**src/rtl/pipe_ctrl.sv**
```systemverilog
// pipe_ctrl: hazard and sequencing controller for the 5-stage pipeline.
// Produces PC / IF/ID / ID/EX write enables and flushes plus the hold for the
// back end, resolving load-use hazards, mispredicts and data-memory stalls,
// and keeps stall / flush performance counters.
module pipe_ctrl #(
   parameter int REGBITS = 4,
   parameter int CNTBITS = 32
) (
   input  logic               clk,
   input  logic               reset,
   input  logic [REGBITS-1:0] id_rs1,
   input  logic [REGBITS-1:0] id_rs2,
   input  logic               id_use_rs1,
   input  logic               id_use_rs2,
   input  logic               ex_is_load,
   input  logic [REGBITS-1:0] ex_rd,
   input  logic               ex_mispredict,
   input  logic               mem_busy,
   output logic               pc_wrt_en,
   output logic               if_wrt_en,
   output logic               if_flush,
   output logic               id_flush,
   output logic               pipe_hold,
   output logic [CNTBITS-1:0] stall_cnt,
   output logic [CNTBITS-1:0] flush_cnt
);

   typedef enum logic [1:0] {
      RUN      = 2'd0,
      FLUSH    = 2'd1,
      MEM_WAIT = 2'd2
   } state_t;

   state_t state_q, state_d;
   state_t ret_state_q, ret_state_d;
   state_t eff_state;
   logic   lu;
   logic   flush_take;
   logic [CNTBITS-1:0] stall_cnt_q, stall_cnt_d;
   logic [CNTBITS-1:0] flush_cnt_q, flush_cnt_d;

   // Once memory releases, MEM_WAIT behaves exactly like the state it interrupted.
   assign eff_state = (state_q == MEM_WAIT) ? ret_state_q : state_q;

   // Load-use: EX load writes a nonzero register that ID actually reads.
   assign lu = ex_is_load && (ex_rd != '0) &&
               ((id_use_rs1 && (id_rs1 == ex_rd)) || (id_use_rs2 && (id_rs2 == ex_rd)));

   // State, return-state and counter registers with synchronous reset folded into _d.
   always_ff @(posedge clk) begin
      state_q     <= state_d;
      ret_state_q <= ret_state_d;
      stall_cnt_q <= stall_cnt_d;
      flush_cnt_q <= flush_cnt_d;
   end

   // Next-state: reset beats memory wait, which beats mispredict; load-use never moves the FSM.
   always_comb begin
      state_d     = RUN;
      ret_state_d = ret_state_q;
      if (reset) begin
         state_d     = RUN;
         ret_state_d = RUN;
      end else if (mem_busy) begin
         state_d = MEM_WAIT;
         if (state_q != MEM_WAIT) begin
            ret_state_d = state_q;
         end
      end else if (eff_state == FLUSH) begin
         state_d = RUN;
      end else if (ex_mispredict) begin
         state_d = FLUSH;
      end else begin
         state_d = RUN;
      end
   end

   // Mealy control outputs; FLUSH ignores mispredict and load-use since ID/EX hold bubbles.
   always_comb begin
      pc_wrt_en  = 1'b1;
      if_wrt_en  = 1'b1;
      if_flush   = 1'b0;
      id_flush   = 1'b0;
      pipe_hold  = 1'b0;
      flush_take = 1'b0;
      if (reset) begin
         pc_wrt_en = 1'b0;
         if_wrt_en = 1'b0;
         if_flush  = 1'b1;
         id_flush  = 1'b1;
      end else if (mem_busy) begin
         pc_wrt_en = 1'b0;
         if_wrt_en = 1'b0;
         pipe_hold = 1'b1;
      end else if (eff_state == FLUSH) begin
         pc_wrt_en = 1'b1;
      end else if (ex_mispredict) begin
         if_flush   = 1'b1;
         id_flush   = 1'b1;
         flush_take = 1'b1;
      end else if (lu) begin
         pc_wrt_en = 1'b0;
         if_wrt_en = 1'b0;
         id_flush  = 1'b1;
      end
   end

   // Performance counters: stalls are non-reset cycles with the PC frozen; both wrap naturally.
   always_comb begin
      stall_cnt_d = stall_cnt_q;
      flush_cnt_d = flush_cnt_q;
      if (reset) begin
         stall_cnt_d = '0;
         flush_cnt_d = '0;
      end else begin
         if (!pc_wrt_en) begin
            stall_cnt_d = stall_cnt_q + CNTBITS'(1);
         end
         if (flush_take) begin
            flush_cnt_d = flush_cnt_q + CNTBITS'(1);
         end
      end
   end

   assign stall_cnt = stall_cnt_q;
   assign flush_cnt = flush_cnt_q;

endmodule

```
**config.mk**
```make
export PLATFORM = sky130hd
export DESIGN_NAME = pipe_ctrl
export DESIGN_NICKNAME = d
export VERILOG_FILES = /design/src/rtl/pipe_ctrl.sv
export SDC_FILE = /design/constraint.sdc
export NUM_CORES = 1
export LEC_CHECK = 0
export CORE_AREA = 5 5 87 89
export DETAILED_ROUTE_END_ITERATION = 10
export DIE_AREA = 0 0 92 94
export GPL_TIMING_DRIVEN = 0
export HOLD_SLACK_MARGIN = 0.1
export PLACE_DENSITY = 0.92
export SETUP_SLACK_MARGIN = 0.05
export SYNTH_ARGS = -nofsm -noshare
export SYNTH_HDL_FRONTEND = slang
export SYNTH_SLANG_ARGS = --single-unit
```
**constraint.sdc**
```tcl
create_clock -name clk -period 5.3 [get_ports clk]
set_input_delay 1.06 -clock clk [delete_from_list [all_inputs] [get_ports clk]]
set_output_delay 1.06 -clock clk [all_outputs]
set_load 0.05 [all_outputs]
```
==> results of run 1 <==
-- where the power goes --
group / internal (µW) / leakage (µW) / switching, µW
combinational: 37.3 / 0.000825 / 60.7
sequential: 515 / 0.000549 / 5.53
clock: 325 / 0.000122 / 204
total: 878 / 0.00150 / 271
-- flip-flops by register name (all words and copies together) (netlist names) --
register     flops
stall_cnt       32
flush_cnt       32
state_q          2
ret_state_q      2
-- metrics by stage --
step	cells	instance area, µm²	power, µW	worst slack [ns]	hold slack (ns)
floorplan	370	3470	592	1.73	0.456
global placement	537	4440	628	0.561	0.477
detailed placement	537	4440	631	0.497	0.496
CTS	553	4690	1150	0.485	0.515
global route	553	4690	1180	0.366	0.546
finish	553	4690	1150	0.507	0.505
-- layout by cell type, fill, tap and decap left out, drive strengths merged, types with 7 or more instances in the layout --
cell type,instances
clkbuf,20
xnor2,33
nand2,22
buf,8
inv,8
nor2,68
nand4,14
xor2,31
clkdlybuf4s50,87
dfxtp,68
a21oi,10
a211oi,7
o21ai,7
a2111oi,14
nand3,23
-- final timing paths --
check                    to      startpoint  cells past startpoint  slack [ns]
max reg2reg   stall_cnt[31]    stall_cnt[3]                      6        3.02
min          ret_state_q[0]  ret_state_q[0]                      2        0.50
min reg2reg  ret_state_q[0]  ret_state_q[0]                      2        0.50
max               pc_wrt_en        ex_rd[0]                      8        0.51
-- final cells by class --
cell class | count | area share (%)
tap | 80 | 2.13
timing repair buffer | 87 | 18.6
clock inverter | 6 | 2.37
multi-input combinational | 276 | 42.5
buffer | 18 | 1.79
inverter | 8 | 0.640
sequential | 68 | 29.0
clock buffer | 10 | 2.93
-- critical path: stages --
cell	delay (ns)
clkdlybuf4s50_1	0.47
o41ai_1	0.59
nor4_2	0.10
o21ai_4	0.20
and2_1	0.19
buf_2	0.20
buf_4	0.13
clkdlybuf4s50_1	0.79
-- routing by layer --
metal	up-vias	global-route usage, %	share of wire, %
li1	1479	-	-
met1	1463	25.3	44
met2	84	35.3	48
met3	19	4.81	5.0
met4	0	9.90	2.1
met5	-	0	0
-- kinds of logic after synthesis --
kind of cell	count (synthesis)	synth area share (%)
multiplexers	2	0.613
flip-flops	68	39.2
buffers and inverters	26	3.28
XOR/XNOR	64	16.2
adder cells (fa/ha/maj)	2	0.721
AO/OA/AOI/OAI	43	13.4
AND/OR/NAND/NOR	165	26.6
==> impl_results.md, run 1 <==
- Status: completed
- CP Capture Type: primary output
- Final hold vios: 0
- Ports: slightly below 90
- Die height: 94 µm
- Total CTS buffers: 9
- GRT Total Usage: about a fifth
- Multi-input logic area: between 0.0015 and 0.002 mm²
- Finished Core Util: 70.2%
- Synth top cells by count: dfxtp_1 (68), nor2_1 (66), xnor2_1 (33)
- Top-count cell post-synth: dfxtp_1
- Post-CTS Resized: 0
- Vias in the first global route: ~3100
- Final clock skew: approximately 0.014 ns
- Post-synth top area share: 39.2%
- Critical Path Fanout Max: 9
- CP Class: input pin to primary output
- Root buf cell: clkbuf_8
- Clock Sinks: 68
- Fillers: 489
- EDFF count, synth: 0
- Nets: 489
- Clk_lat worst skew: 0.34 ns
- Cell Rows: 30
- Post-synth top flop: dfxtp_1
- Worst Path Arrival: 3.73 ns
- Cell Area, Synth: between 0.003 and 0.004 mm²
- Hold buffers post-CTS: 0
- Synth warn: 0
- Yosys cell types: 48
- Final HPWL DP: between 6000 and 7000 µm
- Largest net degree at the start of global routing: 13
- Register clock-pin slew on the reported worst setup and hold paths: 0.06 ns
- Final setup viols: 0
- First-pass GRT wire length: ~15000 µm
- Initial antenna violation count: 0
- Pwr Density: between 200 and 250 mW/mm²
- ANT cells: 0
- Tightest Hold Check Type: flop to flop
- Final wirelength: 8820 µm
- Synth async-reset ratio: 0%
- Final worst path period share: 90.4%
- Fin. max-slew vios: 0
- Worst-Margin Slew: 0.832 ns
- Core box area: 0.00668 mm²
- Setup TNS: 0 ns
- Max Buffers Root-to-Sink: 2
- I/O Buffers: 87
- Vias post-DR: ~3000
- Final weighted congestion in routability-driven placement: between 0.8 and 0.9
- Share of post-route cells with drive strength above 1: 11.8%
- Peak supply drop: 0.000141 V
- Router iterations before antenna repair: 6
- Largest cells by area after synthesis: dfxtp_1 (39%), xnor2_1 (8.3%), xor2_1 (7.8%)
- # DRC: 0
- Area growth from synthesis to layout: 35.2%
- Initial core utilization: approximately half
- Gate Count Post-Synth: 370
- Fmax: approximately 210 MHz
- Die ar.: 0.00865 mm²
- WP data required: 4.24 ns
- Slew headroom: 44.5%
- Startpoint types: input pin
- Sequential cell area: 0.00136 mm²
- Avg Cell Area, Syn: 9.38 µm²
- Chip width: 92 µm
- Setup bufs post-CTS: 0
- Drt via density: 5.51
- Routed wire per std cell: 16.0 µm
- H-tree levels: 3
- Number of max-cap violations: 0
- RSZ-0062 raised after global routing: false
- DRT iter0 DRCs: roughly 110
- Leakage Power: 0.00150 µW
- Seq/Total Area, Yosys: between 30% and 40%
- ANT nets after route: 0
- Synth Register Bits: 68
- Minimum clock period: about 4.8 ns
- Gr ovfl total: 0
- CTS tree: built
- Leading area contributor after synthesis: dfxtp_1
- Syn_nets: 391
No activity file was read; power rests on OpenSTA's default activity.
==> inputs of run 2 (changes only) <==
--- a/config.mk
+++ b/config.mk
@@ -5,12 +5,12 @@
 export SDC_FILE = /design/constraint.sdc
 export NUM_CORES = 1
 export LEC_CHECK = 0
-export CORE_AREA = 5 5 87 89
+export CORE_AREA = 5 5 100 102
 export DETAILED_ROUTE_END_ITERATION = 10
-export DIE_AREA = 0 0 92 94
+export DIE_AREA = 0 0 105 107
 export GPL_TIMING_DRIVEN = 0
 export HOLD_SLACK_MARGIN = 0.1
-export PLACE_DENSITY = 0.92
+export PLACE_DENSITY = 0.74
 export SETUP_SLACK_MARGIN = 0.05
 export SYNTH_ARGS = -nofsm -noshare
 export SYNTH_HDL_FRONTEND = slang
==> run 2 against run 1 <==
  * Sequential share of layout area grew 0.22 points
  * Clock power shrank 26%
  * Combinational power shrank 0.8%
  * Die area grew 30%
  * Via count shrank 3.0%
  * Clock skew shrank 0.0041 ns
  * Sequential power is essentially flat
  * First-iteration DRC count shrank 18%
  * Worst hold slack gained 0.0099 ns
  * Largest cell class unchanged
  * Wire length shrank 3.3%
  * Fmax grew 1.6%
==> impl_results.md, run 2 (same netlist as run 1, synthesis figures left out) <==
- Status: completed
- DRT iter0 DRCs: 89
- ANT nets after route: 0
- Hold path cells: 2
- Final worst path period share: 89.0%
- Register clock-pin slew on the reported worst setup and hold paths: 0.07 ns
- Vias in the first global route: between 2000 and 3000
- CTS tree: built
- Min-delay src: ret_state_q[1]
- Worst Setup SP: ex_rd[0]
- R2R setup slack: 3.11 ns
- Setup bufs post-CTS: 0
- Pwr Density: about 220 mW/mm²
- First-pass GRT wire length: 14300 µm
- Setup TNS: 0 ns
- Die height: 107 µm
- Core box area: 0.00902 mm²
- Total CTS buffers: 9
- Cell Rows: 35
- Max Buffers Root-to-Sink: 2
- Worst Path Arrival: 3.66 ns
- Commonest non-fill, non-tap cell in the layout: clkdlybuf4s50_1
- Final setup margin: 0.582 ns
- Ports: 88
- Final HPWL DP: 6430 µm
- Chip width: 105 µm
- ANT cells: 0
- Final cell count without fillers: 583
- Pre-CTS WS: 0.522 ns
- WP data required: roughly 4.2 ns
- GRT Total Usage: 15.4%
- Root buf cell: clkbuf_8
- Number of max-cap violations: 0
- Post-CTS Resized: 0
- Worst-Margin Slew: 0.822 ns
- H-tree levels: 3
- Gr ovfl total: 0
- Placed cells: 568
- Fillers: 863
- Area growth from synthesis to layout: 34.2%
- I/O Buffers: just under 90
- Fin. max-slew vios: 0
- RSZ-0062 raised after global routing: false
- Nets: roughly 500
- Drt via density: 5.07
- Share of post-route cells with drive strength above 1: 11.7%
- Peak supply drop: 0.000125 V
- Worst hold path endpoint: ret_state_q[1]
- CP Capture Type: primary output
- Initial antenna violation count: 0
- Die ar.: 0.0112 mm²
- Fmax: 212 MHz
- Largest net degree at the start of global routing: 13
- Critical Path Fanout Max: 9
- Router iterations before antenna repair: 4
- Final wirelength: 8530 µm
- Startpoint types: input pin
- Leading cell types in the layout, fill and taps excluded: clkdlybuf4s50_1 (87), dfxtp_1 (68), nor2_1 (66), xnor2_1 (33), xor2_1 (31)
- FF-to-FF Start: state_q[1]
- Final setup viols: 0
- Hold buffers post-CTS: 0
- Final clock skew: 0.00968 ns
- Final hold vios: 0
- Slew headroom: 45.2%
- CP Class: input pin to primary output
- Minimum clock period: 4.72 ns
- Reg2Reg Capture Point: flush_cnt[24]
- Initial core utilization: 38.5%
- Final weighted congestion in routability-driven placement: 0.790
- Clock Sinks: 68
- Tightest Hold Check Type: flop to flop
- Vias post-DR: 2955
- Worst Reg-to-Reg Cells: 7
- Leakage Power: 0.00146 µW
- # DRC: 0
- Routed wire per std cell: approximately 15 µm
- Clk_lat worst skew: 0.35 ns
## run 2: power breakdown
| part | switching, µW | internal (µW) |
|---|---|---|
| Sequential | 5.39 | 515 |
| Clock | 210 | 181 |
| Combinational | 60.1 | 37.1 |
## run 2: layer usage
metal | global-route usage (%) | part of all wire, % | vias up
li1 | - | - | 1482
met4 | 4.38 | 0.84 | 0
met3 | 5.18 | 6.1 | 8
met5 | 0 | 0 | -
met1 | 18.3 | 44 | 1394
met2 | 26.5 | 50 | 71
## run 2: how the worst max path moves through the flow
| stage | cells past startpoint | endpoint | slack [ns] |
|---|---|---|---|
| final | 8 | pc_wrt_en | 0.58 |
| after global routing | 6 | pipe_hold | 0.39 |
| after CTS | 6 | pipe_hold | 0.51 |
| after detailed placement | 6 | pipe_hold | 0.52 |
| after global placement | 6 | pipe_hold | 0.50 |
| after floorplan | 6 | pc_wrt_en | 1.73 |
## run 2: metrics by stage
| stage | instance area [µm²] | hold WS, ns | utilization, % | total power [µW] |
|---|---|---|---|---|
| floorplan | 3470 | 0.456 | - | 592 |
| global placement | 4480 | 0.484 | 49.7 | 629 |
| detailed placement | 4480 | 0.504 | 49.7 | 631 |
| CTS | 4650 | 0.522 | 51.6 | 1020 |
| global route | 4650 | 0.561 | 51.6 | 1050 |
| finish | 4650 | 0.515 | 51.6 | 1010 |
## run 2: cell type report
cell class | count | area (µm²) | area share (%)
well taps | 111 | 139 | 2.98
multi-input cells | 276 | 1990 | 42.8
clock inverters | 5 | 37.5 | 0.806
clock buffers | 10 | 138 | 2.96
flip-flops and latches | 68 | 1360 | 29.2
inverters | 8 | 30.0 | 0.645
repair buffers | 87 | 871 | 18.7
plain buffers | 18 | 83.8 | 1.80
## run 2: critical path: stages
cell	delay [ns]
clkdlybuf4s50_1	0.47
o41ai_1	0.52
nor4_2	0.10
o21ai_4	0.18
and2_1	0.18
buf_2	0.21
buf_4	0.14
clkdlybuf4s50_1	0.79
==> inputs of run 3 (changes only) <==
--- a/config.mk
+++ b/config.mk
@@ -5,12 +5,12 @@
 export SDC_FILE = /design/constraint.sdc
 export NUM_CORES = 1
 export LEC_CHECK = 0
-export CORE_AREA = 5 5 100 102
+export CORE_AREA = 5 5 138 74
 export DETAILED_ROUTE_END_ITERATION = 10
-export DIE_AREA = 0 0 105 107
+export DIE_AREA = 0 0 143 79
 export GPL_TIMING_DRIVEN = 0
 export HOLD_SLACK_MARGIN = 0.1
-export PLACE_DENSITY = 0.74
+export PLACE_DENSITY = 0.75
 export SETUP_SLACK_MARGIN = 0.05
 export SYNTH_ARGS = -nofsm -noshare
 export SYNTH_HDL_FRONTEND = slang
==> run 3 against run 2 <==
  * Critical endpoint is now pipe_hold
  * Wire length increased by 6.1%
  * Sequential power barely moved
  * Sequential share of layout area shrank 0.94 points
  * Combinational power up 2%
  * Global-route usage grew 1.1 points
==> impl_results.md, run 3 (same netlist as run 1, synthesis figures left out) <==
- Net Sw Frac: 22.9%
- I/O Buffers: 87
- Root buf cell: clkbuf_16
- Reg2Reg Capture Point: flush_cnt[26]
- Routed wire per std cell: 15.2 µm
- Vias post-DR: 2944
- Area growth from synthesis to layout: 38.6%
- Total power: 1250 µW
- ANT cells: 0
- WP data required: 4.24 ns
- Final setup viols: 0
- Initial antenna violation count: 0
- Router iterations before antenna repair: 4
- Psw: 287 µW
- Buffers and inverters on the worst path: 5
- Area post-placement: 0.00449 mm²
- Setup TNS: 0 ns
- Pwr Density: 260 mW/mm²
- Final HPWL DP: 6810 µm
- Drt via density: around 5
- Initial core utilization: 38.4%
- Total CTS buffers: 9
- Gate power share: 7.9%
- Status: completed
- Critical path capture point: pipe_hold
- Peak supply drop: approximately 0.00018 V
- Sequential power share: a little over two fifths
- CP Capture Type: primary output
- Internal: just under 1000 µW
- Minimum clock period: 4.80 ns
- CP top delay family: buffers and inverters
- Design Area, Final: between 0.004 and 0.005 mm²
- Final weighted congestion in routability-driven placement: about 0.81
- First-pass GRT wire length: 14800 µm
- Chip width: 143 µm
- CTS tree: built
- Commonest non-fill, non-tap cell in the layout: clkdlybuf4s50_1
- Gr ovfl total: 0
- Share of post-route cells with drive strength above 1: between 10% and 20%
- Leading cell types in the layout, fill and taps excluded: clkdlybuf4s50_1 (87), dfxtp_1 (68), nor2_1 (66), xnor2_1 (33), xor2_1 (31)
- Slew headroom: 41.8%
- Clk_lat worst skew: 0.33 ns
- Tightest Hold Check Type: flop to flop
- Worst-Margin Slew: slightly below 0.9 ns
- Worst path depth: 6
- DRT iter0 DRCs: 137
- Worst Setup SP: reset
- Fmax: 209 MHz
- Startpoint types: input pin
- Die ar.: 0.0113 mm²
- FF-to-FF Start: state_q[1]
- Finished Core Util: 53.2%
- Worst Reg-to-Reg Cells: 7
- RSZ-0062 raised after global routing: false
- Die height: 79 µm
- Number of max-cap violations: 0
- Ports: slightly below 90
- Setup bufs post-CTS: 0
- Cell Rows: 25
- Worst Path Arrival: ~3.7 ns
- Final clock skew: 0.00800 ns
- Largest net degree at the start of global routing: 13
- CP Class: input pin to primary output
- Hold buffers post-CTS: 0
- Clock Sinks: between 60 and 70
- H-tree levels: 3
- Max Buffers Root-to-Sink: 2
- Final wirelength: 9050 µm
- Slowest stage delay, CP: roughly 0.7 ns
- Vias in the first global route: 2911
- Critical Path Fanout Max: 10
- Slowest CP cell: clkdlybuf4s50_1
- Fin. max-slew vios: 0
- Nets: just under 500
- # DRC: 0
- Register clock-pin slew on the reported worst setup and hold paths: 0.05 ns
- Fillers: 846
- Leakage Power: around 0.0015 µW
- Crit-path cells: clkdlybuf4s50_1 -> clkbuf_1 -> clkbuf_1 -> buf_1 -> nor2_1 -> clkdlybuf4s50_1
- Post-CTS Resized: 0
- Final hold vios: 0
- GRT Total Usage: 16.5%
- ANT nets after route: 0
- R2R setup slack: 3.07 ns
- Final worst path period share: 90.5%
- Core box area: 0.00904 mm²
- Clk pwr share: 50.4%
==> run 3: power groups by stage <==
| stage | Sequential (µW) | Clock [µW] | Combinational (µW) |
|---|---|---|---|
| after floorplan | 544 | 0 | 48.1 |
| after global placement | 532 | 0 | 97.7 |
| after detailed placement | 532 | 0 | 99.7 |
| after CTS | 521 | 645 | 100 |
| after global routing | 522 | 671 | 106 |
| final | 521 | 631 | 99.0 |
==> run 3: worst reg2reg max path, stage by stage (launching register included) <==
cell,delay [ns]
dfxtp_1,0.31
nor4bb_2,0.20
nor4b_4,0.51
nand4_1,0.29
nor2_2,0.40
nand3_1,0.16
xor2_1,0.17
nor2_1,0.06
==> run 3: metal layers <==
metal | vias to the layer above | wire, µm | track usage, % | part of all wire, %
met3 | 6 | 599 | 5.72 | 6.6
met1 | 1372 | 4560 | 22.4 | 50
met5 | - | 0 | 0 | 0
met2 | 83 | 3830 | 24.8 | 42
met4 | 0 | 67 | 5.03 | 0.74
li1 | 1483 | - | - | -
==> run 3: through the flow <==
| stage | setup slack (ns) | hold WS, ns | cells |
|---|---|---|---|
| 6_report | 0.504 | 0.508 | 594 |
| 4_1_cts | 0.452 | 0.504 | 594 |
| 2_1_floorplan | 1.73 | 0.456 | 370 |
| 3_3_place_gp | 0.514 | 0.477 | 578 |
| 5_1_grt | 0.291 | 0.561 | 594 |
| 3_5_place_dp | 0.453 | 0.492 | 578 |
==> run 3: cell type report <==
| class | instances | area [µm²] | area share (%) |
|---|---|---|---|
| Sequential cell | 68 | 1360 | 28.3 |
| Multi-Input combinational cell | 276 | 1990 | 41.5 |
| Timing Repair Buffer | 87 | 871 | 18.1 |
| Clock inverter | 6 | 88.8 | 1.85 |
| Inverter | 8 | 30.0 | 0.624 |
| Tap cell | 121 | 151 | 3.15 |
| Buffer | 18 | 83.8 | 1.74 |
| Clock buffer | 10 | 229 | 4.76 |
==> run 3: how the worst min path moves through the flow <==
stage / from / to / slack, ns / cells past startpoint
after floorplan: ret_state_q[0] / ret_state_q[0] / 0.46 / 2
after global placement: ret_state_q[0] / ret_state_q[0] / 0.48 / 2
after detailed placement: ret_state_q[0] / ret_state_q[0] / 0.49 / 2
after CTS: ret_state_q[0] / ret_state_q[0] / 0.50 / 2
after global routing: flush_cnt[13] / flush_cnt[13] / 0.56 / 2
final: ret_state_q[0] / ret_state_q[0] / 0.51 / 2
